**config.mk**
```make
export PLATFORM = sky130hd
export DESIGN_NAME = logic_shift_unit_flat
export DESIGN_NICKNAME = d
export VERILOG_FILES = /design/src/rtl/logic_shift_unit_if.sv /design/src/rtl/logic_shift_unit.sv /design/src/flat_wrapper.sv
export SDC_FILE = /design/constraint.sdc
export NUM_CORES = 1
export LEC_CHECK = 0
export CAP_MARGIN = 25
export CORE_MARGIN = 5
export CORE_UTILIZATION = 55
export CTS_CLUSTER_DIAMETER = 100
export DETAILED_ROUTE_END_ITERATION = 8
export GPL_TIMING_DRIVEN = 0
export MAX_ROUTING_LAYER = met4
export PLACE_DENSITY = 0.88
export SYNTH_ARGS = -nofsm -noshare
export SYNTH_HDL_FRONTEND = slang
export SYNTH_SLANG_ARGS = --single-unit
```
**constraint.sdc**
```tcl
create_clock -name clk -period 2.9 [get_ports clk]
set_input_delay 0.435 -clock clk [delete_from_list [all_inputs] [get_ports clk]]
set_output_delay 0.435 -clock clk [all_outputs]
set_load 0.02 [all_outputs]
```
**src/rtl/logic_shift_unit_if.sv**
```systemverilog
// Request/response bundle for logic_shift_unit.
// Request channel: in_valid/in_ready carrying op, a, b, shamt.
// Response channel: out_valid/out_ready carrying result and zero.
// master = requester and result consumer, slave = the logic/shift unit.
interface logic_shift_unit_if #(
  parameter int WIDTH   = 32,
  parameter int SHAMT_W = 5
);
  logic               in_valid;
  logic               in_ready;
  logic [2:0]         op;
  logic [WIDTH-1:0]   a;
  logic [WIDTH-1:0]   b;
  logic [SHAMT_W-1:0] shamt;
  logic               out_valid;
  logic               out_ready;
  logic [WIDTH-1:0]   result;
  logic               zero;

  modport master (
    output in_valid, op, a, b, shamt, out_ready,
    input  in_ready, out_valid, result, zero
  );

  modport slave (
    input  in_valid, op, a, b, shamt, out_ready,
    output in_ready, out_valid, result, zero
  );
endinterface

```
**src/rtl/logic_shift_unit.sv**
```systemverilog
// Purpose: bitwise AND/OR/XOR/NOR, LUI and iterative SLL/SRL/SRA engine for the ALU path.
// Latency: 1 cycle for logic ops, LUI and zero-amount shifts; 1 + ceil(shamt/SHIFT_STEP) for shifts.
// Backpressure: one operation in flight; in_ready low until the result is taken with out_ready.
// Ports: clk, reset (async, active high), bus (slave modport of logic_shift_unit_if):
//   in_valid/in_ready/op/a/b/shamt request, out_valid/out_ready/result/zero response.
module logic_shift_unit #(
  parameter int WIDTH      = 32,
  parameter int SHAMT_W    = 5,
  parameter int SHIFT_STEP = 1
) (
  input logic               clk,
  input logic               reset,
  logic_shift_unit_if.slave bus
);

  localparam logic [2:0] OP_AND = 3'b000;
  localparam logic [2:0] OP_OR  = 3'b001;
  localparam logic [2:0] OP_XOR = 3'b010;
  localparam logic [2:0] OP_NOR = 3'b011;
  localparam logic [2:0] OP_SLL = 3'b100;
  localparam logic [2:0] OP_SRL = 3'b101;
  localparam logic [2:0] OP_SRA = 3'b110;
  localparam logic [2:0] OP_LUI = 3'b111;

  localparam logic [SHAMT_W-1:0] STEP = SHAMT_W'(SHIFT_STEP);

  typedef enum logic [1:0] {IDLE, SHIFT, DONE} state_e;

  // Captured shift control; fill is the sign of the original operand so SRA
  // keeps replicating it regardless of what the accumulator holds.
  typedef struct packed {
    logic [2:0] op;
    logic       fill;
  } shift_ctl_t;

  state_e             state;
  shift_ctl_t         ctl;
  logic [WIDTH-1:0]   acc;
  logic [SHAMT_W-1:0] cnt;
  logic [WIDTH-1:0]   result_q;
  logic               in_ready_q;
  logic               out_valid_q;

  logic [SHAMT_W-1:0] step;
  logic [WIDTH-1:0]   fill_mask;
  logic [WIDTH-1:0]   acc_next;
  logic [WIDTH-1:0]   imm_res;
  logic               is_shift;

  // Last step may be shorter than SHIFT_STEP.
  assign step      = (cnt < STEP) ? cnt : STEP;
  // Ones in the top 'step' bit positions vacated by a right shift.
  assign fill_mask = ~({WIDTH{1'b1}} >> step);

  always_comb begin
    acc_next = acc;
    case (ctl.op)
      OP_SLL:  acc_next = acc << step;
      OP_SRL:  acc_next = acc >> step;
      OP_SRA:  acc_next = (acc >> step) | (ctl.fill ? fill_mask : '0);
      default: acc_next = acc;
    endcase
  end

  // Single-cycle result; for shifts it is only used when shamt == 0.
  always_comb begin
    imm_res = '0;
    case (bus.op)
      OP_AND:  imm_res = bus.a & bus.b;
      OP_OR:   imm_res = bus.a | bus.b;
      OP_XOR:  imm_res = bus.a ^ bus.b;
      OP_NOR:  imm_res = ~(bus.a | bus.b);
      OP_LUI:  imm_res = {bus.b[15:0], {(WIDTH-16){1'b0}}};
      default: imm_res = bus.a;
    endcase
  end

  assign is_shift = (bus.op == OP_SLL) || (bus.op == OP_SRL) || (bus.op == OP_SRA);

  always_ff @(posedge clk or posedge reset) begin
    if (reset) begin
      state       <= IDLE;
      ctl         <= '0;
      acc         <= '0;
      cnt         <= '0;
      result_q    <= '0;
      in_ready_q  <= 1'b0;
      out_valid_q <= 1'b0;
    end else begin
      case (state)
        IDLE: begin
          // Held low during reset, so it rises on the first edge after release.
          in_ready_q <= 1'b1;
          if (bus.in_valid && in_ready_q) begin
            in_ready_q <= 1'b0;
            ctl        <= '{op: bus.op, fill: bus.a[WIDTH-1]};
            if (is_shift && (bus.shamt != '0)) begin
              acc   <= bus.a;
              cnt   <= bus.shamt;
              state <= SHIFT;
            end else begin
              result_q    <= imm_res;
              out_valid_q <= 1'b1;
              state       <= DONE;
            end
          end
        end
        SHIFT: begin
          acc <= acc_next;
          cnt <= cnt - step;
          if (cnt == step) begin
            result_q    <= acc_next;
            out_valid_q <= 1'b1;
            state       <= DONE;
          end
        end
        DONE: begin
          if (bus.out_ready) begin
            out_valid_q <= 1'b0;
            in_ready_q  <= 1'b1;
            state       <= IDLE;
          end
        end
        default: state <= IDLE;
      endcase
    end
  end

  assign bus.in_ready  = in_ready_q;
  assign bus.out_valid = out_valid_q;
  assign bus.result    = result_q;
  // Derived from the registered result so it can never reflect live inputs.
  assign bus.zero      = (result_q == '0);

endmodule
```
**src/flat_wrapper.sv**
```systemverilog
// flat-port wrapper written by rule: the top's interface ports become plain ports
module logic_shift_unit_flat 
#(
  parameter int WIDTH      = 32,
  parameter int SHAMT_W    = 5,
  parameter int SHIFT_STEP = 1
)
  (clk, reset, bus_in_valid, bus_op, bus_a, bus_b, bus_shamt, bus_out_ready, bus_in_ready, bus_out_valid, bus_result, bus_zero);
  logic_shift_unit_if #(.WIDTH(WIDTH), .SHAMT_W(SHAMT_W)) bus_i ();
  input logic clk;
  input logic reset;
  input wire logic [$bits(bus_i.in_valid)-1:0] bus_in_valid;
  input wire logic [$bits(bus_i.op)-1:0] bus_op;
  input wire logic [$bits(bus_i.a)-1:0] bus_a;
  input wire logic [$bits(bus_i.b)-1:0] bus_b;
  input wire logic [$bits(bus_i.shamt)-1:0] bus_shamt;
  input wire logic [$bits(bus_i.out_ready)-1:0] bus_out_ready;
  output wire logic [$bits(bus_i.in_ready)-1:0] bus_in_ready;
  output wire logic [$bits(bus_i.out_valid)-1:0] bus_out_valid;
  output wire logic [$bits(bus_i.result)-1:0] bus_result;
  output wire logic [$bits(bus_i.zero)-1:0] bus_zero;
  assign bus_i.in_valid = bus_in_valid;
  assign bus_i.op = bus_op;
  assign bus_i.a = bus_a;
  assign bus_i.b = bus_b;
  assign bus_i.shamt = bus_shamt;
  assign bus_i.out_ready = bus_out_ready;
  assign bus_in_ready = bus_i.in_ready;
  assign bus_out_valid = bus_i.out_valid;
  assign bus_result = bus_i.result;
  assign bus_zero = bus_i.zero;
  logic_shift_unit #(.WIDTH(WIDTH), .SHAMT_W(SHAMT_W), .SHIFT_STEP(SHIFT_STEP)) u_core (.clk(clk), .reset(reset), .bus(bus_i));
endmodule
```
== After elaboration in Yosys (flattened, before gate mapping) ==
Index checks and enable logic that the tools add are counted.
Word-level totals
  bits in registers: 77
  bits in latches: 0
  bits in writable memories: 0
  bits in read-only memories: 0
  input port bits: 76
  output and inout port bits: 35
  word-level logic and storage cells: 81
  memories: 0
Operators by class
  add/subtract/negate cells: 1
  multipliers: 0
  div/mod/pow operators: 0
  magnitude comparators: 1
  eq/ne operators: 18
  shift-type cells: 3
  mux-type cells: 27
  bitwise logic cells: 6
  reductions and logical operators: 17
Operator list (number)
  two-way mux 32 bit: 6
  one-hot mux 32 bit (5 select lines): 1
  one-hot mux 32 bit (2 select lines): 2
  one-hot mux 32 bit (3 select lines): 1
  inverter 32 bit: 2
  bitwise OR 32 bit: 2
  AND 32 bit: 1
  zero test 32 bit: 1
  left shift 32 x 5 -> 32 bit: 1
  right shift 32 x 5 -> 32 bit: 1
  right shift 32 x 5 -> 32 bit (first input constant): 1
  bitwise XOR 32 bit: 1
  equality test 3 bit (second input constant): 7
  two-way mux 5 bit: 3
  one-hot mux 5 bit (2 select lines): 1
  two-way mux 2 bit: 4
  equality test 3 x 2 -> 1 bit (second input constant): 2
  two-way mux 1 bit: 6
  != test 2 x 1 -> 1 bit (second input constant): 3
  one-hot mux 2 bit (3 select lines): 1
  AND reduction 3 bit: 2
  equality test 5 bit: 1
  less-than comparator 5 x 1 -> 1 bit (second input constant): 1
  AND reduction 5 bit: 1
  16 further kinds: 21

== Depth between registers and ports, before layout ==
  word-level depth: 9
  gate-level depth with buffers: 10
  gate-level depth less buffers: 9

== Worst setup path after synthesis ==
OpenSTA, ideal clock, no wires.
  path kind: reg-to-reg
  start: reg u_core.cnt[2]
  end: reg u_core.result_q[1] (netlist: u_core.bus.result[1])
  setup time: 0.127 ns
  data arrival time: 1.995 ns
  required time: 2.773 ns
  setup slack: 0.777 ns
  stages on the path, launching flop included: 11
  path buffers: 1
  period minus slack after synthesis: 2.123 ns
  cells stage by stage: dfrtp_1 -> nor3_4 -> a21oi_1 -> inv_1 -> ha_1 -> nand2_1 -> o22ai_1 -> o21bai_4 -> inv_2 -> buf_6 -> mux2_1
On the way
  longest elaborated chain between the ends: 9
  elaborated cells on any way between the ends: 14
  classes of those cells: order compare (1); eq/ne (2); shift (3); mux (5); bitwise (2); reduce/logical (1)
Ends and longest elaborated chain
  start: declaration: RTL line logic_shift_unit.sv:39  | logic [SHAMT_W-1:0] cnt;
  start signal: assignment: RTL line logic_shift_unit.sv:99  | cnt <= bus.shamt;
  start signal: assignment: RTL line logic_shift_unit.sv:110  | cnt <= cnt - step;
  less-than comparator 5 x 1 -> 1 bit: RTL line logic_shift_unit.sv:51  | assign step = (cnt < STEP) ? cnt : STEP;
  two-way mux 5 bit: RTL line logic_shift_unit.sv:51
  right shift 32 x 5 -> 32 bit: RTL line logic_shift_unit.sv:53  | assign fill_mask = ~({WIDTH{1'b1}} >> step);
  inverter 32 bit: RTL line logic_shift_unit.sv:53
  two-way mux 32 bit: RTL line logic_shift_unit.sv:60  | OP_SRA: acc_next = (acc >> step) | (ctl.fill ? fill_mask : '0);
  bitwise OR 32 bit: RTL line logic_shift_unit.sv:60
  one-hot mux 32 bit (3 select lines): RTL line logic_shift_unit.sv:57  | case (ctl.op)
  two-way mux 32 bit: RTL line logic_shift_unit.sv:111  | if (cnt == step) begin
  one-hot mux 32 bit (2 select lines): RTL line logic_shift_unit.sv:90  | case (state)
  end signal: assignment: RTL line logic_shift_unit.sv:102  | result_q <= imm_res;
  end signal: assignment: RTL line logic_shift_unit.sv:112  | result_q <= acc_next;
  end: declaration: RTL line logic_shift_unit.sv:40  | logic [WIDTH-1:0] result_q;
Parallel ways exist; a longest one is shown, timed or not. The select of a mux whose other input is x is not followed.
A chain may end at the register's enable or synchronous reset.

== Final worst setup path ==
  start: reg u_core.cnt[2]
  end: reg u_core.result_q[8] (netlist: u_core.bus.result[8])
Same word-level chain as after synthesis.

==> metrics.md <==
| Metric | Value |
|---|---|
| List of cells traversed by the critical path | `nor3_4 -> a21oi_1 -> inv_1 -> ha_1 -> nand2_1 -> o22ai_1 -> o21bai_4 -> buf_6 -> a31oi_1 -> a2bb2oi_1` |
| Number of vias in the routed layout | `6923` |
| Detailed-route wire length on metal 1 | `9740 um` |
| Crit share post-route | `85.2%` |
| Final Routed Wirelength | `23500 um` |
| Die boundary height | `121 um` |
| Maximum number of pins on one net before global-route repair | `56` |
| Resize count post-CTS | `0` |
| Startpoint Class | `flip-flop` |
| Row count | `40` |
| Maximum fanout encountered on the critical timing path | `10` |
| Clock transition time at the flip-flop clock pins of the worst setup and hold paths | `0.06 ns` |
| Cell class contributing the biggest share of worst-path delay | `compound AO/OA/AOI/OAI gates` |
| Critical Path Slowest Stage Cell | `sky130_fd_sc_hd__dfrtp_1` |
| Cell count after synthesis | `807` |
| Fill cell total of the finished layout | `991` |
| Final setup viols | `0` |
| Antenna viol nets, final | `0` |
| Sequential share of the synthesized area | `28.4%` |
| Max Cap Violations | `0` |
| Fraction of final layout cells with drive strength greater than 1 | `9.34%` |
| X dimension of the die | `121 um` |
| Number of clock sinks | `77` |
| Peak per-stage delay on the critical path | `0.45 ns` |
| Relative slew margins | `47.2%` |
| Fraction of the mapped netlist area in compound gates | `29.1%` |
| Max VDD drop | `0.393 mV` |
| Outcome | `finished clean` |
| Asr flop ratio synth | `100%` |
| Max Transition Viols Final | `0` |
| Routability congestion estimate from global placement | `1.07` |
| Initial Utilization | `56.3%` |
| Total power of the final layout | `8.47 mW` |
| Post-detail-place hpwl | `18400 um` |
| I/O pin total | `111` |
| Synth area leader | `sky130_fd_sc_hd__dfrtp_1` |
| Total core area | `12100 um2` |
| CP Capture Type | `flip-flop` |
| Port Buffer Count | `107` |
| Post-CTS setup buffers | `0` |
| Static Leak | `3.75 nW` |
| Hold Vio Cnt, Final | `0` |
| Final sum of negative setup slack | `0 ns` |
| Skew final | `0.00740 ns` |
| Initial detailed-routing violation count | `905` |
| Met2 wire length | `10100 um` |
| Final design utilization | `69.6%` |
| Instance count after placement with tap cells included | `1083` |
| Max Root-Sink Buffers | `2` |
| Simple-gate portion of the synthesized area | `10.5%` |
| Number of synthesized flops with an enable pin | `0` |
| Summed instance area of the synthesized netlist | `6790 um2` |
| Dominant combinational cell family by area after synthesis | `compound AO/OA/AOI/OAI gates` |
| H-tree lvl count | `3` |
| Setup CP Type | `flip-flop to flip-flop` |
| Clock tree from TritonCTS | `done` |
| Mean number of vias per cell | `6.29` |
| Uppermost metal layer occupied by signal nets | `met4` |
| Synthesized-area fraction occupied by xor and xnor cells | `2.82%` |
| Clock tree root buffer cell | `sky130_fd_sc_hd__clkbuf_16` |
| Final critical path time including I/O delays and setup | `2.47 ns` |
| Cells taking the most area after synthesis | `sky130_fd_sc_hd__dfrtp_1, sky130_fd_sc_hd__ha_1, sky130_fd_sc_hd__a21oi_1` |
| CTS Buf Count | `9` |
| Number of buffers and inverters on the critical path | `2` |
| Hold-fix buffer count after cts | `0` |
| First drt pass iteration count | `5` |
| Total Die Area | `14700 um2` |
| Synthesis Warnings | `0` |
| Final layout net count | `1068` |
| Clock latency of the later-clocked register in the worst-skew pair | `0.34 ns` |
| Transition time of the tightest slew-check pin | `0.792 ns` |
| Wire length on met3 | `2830 um` |
| Unrepaired setup endpoints after global routing | `false` |
| Multiplexer area fraction after synthesis | `6.82%` |
| Worst setup margin | `0.430 ns` |
| Via count of the first global-routing pass | `6367` |
| Aggregate global routing overflow | `0` |
| Pre-CTS setup slack | `0.413 ns` |
| Drt drc | `0` |
| Register area | `1930 um2` |
| Footprint of the multi-input gates | `4170 um2` |
| First-pass GRT wire length | `36100 um` |
| Maximum clock rate | `405 MHz` |
| Mapped Avg Cell Area | `8.41 um2` |
| Global routing usage summed across all routing layers | `32.7%` |
| Commonest register cell after synthesis | `sky130_fd_sc_hd__dfrtp_1` |
| Adder-cell area share of the yosys netlist | `12.2%` |
| Hold Path Class | `input pin to async pin` |
| Synthesis-to-layout area growth | `23.7%` |
| Unique masters post-synth | `65` |
| Initial antenna violation count | `1` |
| Count of non-filler cells in the finished layout | `1100` |
| Critical path data required time | `3.10 ns` |
| FF+latch count, synth | `77` |
| Area share of the largest cell type after synthesis | `28.4%` |
| Data arrival time of the critical path | `2.67 ns` |
| Final routed wire length divided by cell count | `21.4 um` |
| Power density of the placed cells | `1010 nW/um2` |
| Post-synthesis net count | `949` |
-- through the flow --
step / hold WS [ns] / instance area (um2)
global route: 0.440 / 8390
finish: 0.410 / 8390
detailed placement: 0.496 / 8100
global placement: 0.485 / 8070
CTS: 0.417 / 8390
floorplan: 0.468 / 6790
-- placed cells by master (no fill, tap or decap), types with 9 or more instances in the layout --
master                            count
sky130_fd_sc_hd__clkdlybuf4s50_1    107
sky130_fd_sc_hd__inv_1               93
sky130_fd_sc_hd__a21oi_1             77
sky130_fd_sc_hd__dfrtp_1             77
sky130_fd_sc_hd__ha_1                66
sky130_fd_sc_hd__o22ai_1             43
sky130_fd_sc_hd__nand2_1             41
sky130_fd_sc_hd__nor2_1              40
sky130_fd_sc_hd__o21ai_0             38
sky130_fd_sc_hd__clkbuf_1            28
sky130_fd_sc_hd__a211oi_1            28
sky130_fd_sc_hd__mux2i_1             26
sky130_fd_sc_hd__a221oi_1            22
sky130_fd_sc_hd__buf_2               21
sky130_fd_sc_hd__a31oi_1             19
sky130_fd_sc_hd__mux2_2              17
sky130_fd_sc_hd__nor2b_1             15
sky130_fd_sc_hd__xnor2_1             15
sky130_fd_sc_hd__o21ai_1             13
sky130_fd_sc_hd__o221ai_1            11
sky130_fd_sc_hd__buf_4                9
sky130_fd_sc_hd__nand3_1              9
sky130_fd_sc_hd__clkbuf_16            9
-- worst register-to-register path: cells and delay by family, from the launching register on --
kind | cells | cell delay (ns)
AO/OA/AOI/OAI | 5 | 1.00
AND/OR/NAND/NOR | 2 | 0.43
flip-flops | 1 | 0.45
adder cells (fa/ha/maj) | 1 | 0.19
buffers and inverters | 2 | 0.26
-- synth_stat cells, types with 3 or more instances --
cell                        number
sky130_fd_sc_hd__a211oi_1       28
sky130_fd_sc_hd__a21oi_1        77
sky130_fd_sc_hd__a221o_1         8
sky130_fd_sc_hd__a221oi_1       22
sky130_fd_sc_hd__a2bb2oi_1       4
sky130_fd_sc_hd__a31oi_1        19
sky130_fd_sc_hd__buf_2          21
sky130_fd_sc_hd__buf_4           9
sky130_fd_sc_hd__buf_6           5
sky130_fd_sc_hd__clkbuf_1       27
sky130_fd_sc_hd__dfrtp_1        77
sky130_fd_sc_hd__ha_1           66
sky130_fd_sc_hd__inv_1          94
sky130_fd_sc_hd__mux2_2         17
sky130_fd_sc_hd__mux2i_1        26
sky130_fd_sc_hd__nand2_1        41
sky130_fd_sc_hd__nand2b_1        4
sky130_fd_sc_hd__nand3_1         9
sky130_fd_sc_hd__nor2_1         40
sky130_fd_sc_hd__nor2b_1        15
sky130_fd_sc_hd__nor3_1          8
sky130_fd_sc_hd__nor3b_1         3
sky130_fd_sc_hd__nor4_1          8
sky130_fd_sc_hd__nor4b_1         3
sky130_fd_sc_hd__o211ai_1        3
sky130_fd_sc_hd__o21a_1          4
sky130_fd_sc_hd__o21ai_0        38
sky130_fd_sc_hd__o21ai_1        13
sky130_fd_sc_hd__o221ai_1       11
sky130_fd_sc_hd__o22ai_1        43
sky130_fd_sc_hd__o31ai_1         4
sky130_fd_sc_hd__or2_2           3
sky130_fd_sc_hd__xnor2_1        15
sky130_fd_sc_hd__xor2_1          5
-- final cells by class --
| class | count | share of cell area, % |
|---|---|---|
| Antenna cell | 1 | 0.0298 |
| Buffer | 63 | 3.98 |
| Clock buffer | 10 | 2.73 |
| Clock inverter | 6 | 0.760 |
| Inverter | 96 | 4.32 |
| Multi-Input combinational cell | 571 | 49.6 |
| Sequential cell | 77 | 23.0 |
| Tap cell | 168 | 2.50 |
| Timing Repair Buffer | 108 | 13.1 |
-- worst paths after layout --
kind / start / to / slack [ns] / cells past startpoint
worst max register to register: u_core.cnt[2]$_DFFE_PP0P_ / u_core.bus.result[8]$_DFFE_PP0P_ / 0.43 / 10
worst min-delay path: reset / u_core.bus.out_valid$_DFFE_PP0P_ / 0.41 / 2
worst min register to register: u_core.ctl[0]$_DFFE_PP0P_ / u_core.ctl[0]$_DFFE_PP0P_ / 0.52 / 1
worst max-delay path: u_core.cnt[2]$_DFFE_PP0P_ / u_core.bus.result[8]$_DFFE_PP0P_ / 0.43 / 10
min in group clk: u_core.ctl[0]$_DFFE_PP0P_ / u_core.ctl[0]$_DFFE_PP0P_ / 0.52 / 1
max in group asynchronous: reset / u_core.ctl[0]$_DFFE_PP0P_ / 1.92 / 3
-- state kept, by name, summed over array words and instances, names as in the netlist --
name                  cells
u_core.bus.out_valid      1
u_core.bus.in_ready       1
u_core.ctl                4
u_core.cnt                5
u_core.bus.result        32
u_core.acc               32
u_core.state              2
-- logic make-up after synthesis --
kind of cell / after synthesis
AND/OR/NAND/NOR: 143
AO/OA/AOI/OAI: 297
multiplexers: 44
buffers and inverters: 159
XOR/XNOR: 21
flip-flops: 77
adder cells (fa/ha/maj): 66
-- power breakdown --
group	leakage [nW]	switching, mW	internal (mW)
registers	0.887	0.596	1.63
clock network	0.138	0.451	0.665
logic	2.72	3.11	2.02
-- layer usage --
metal  vias to the layer above  global-route usage (%)
met1                      3257                    45.8
li1                       3183                       -
met2                       438                    47.1
met3                        45                    6.34
met5                         -                       -
met4                         0                    11.9
No activity file was read; power rests on OpenSTA's default activity.
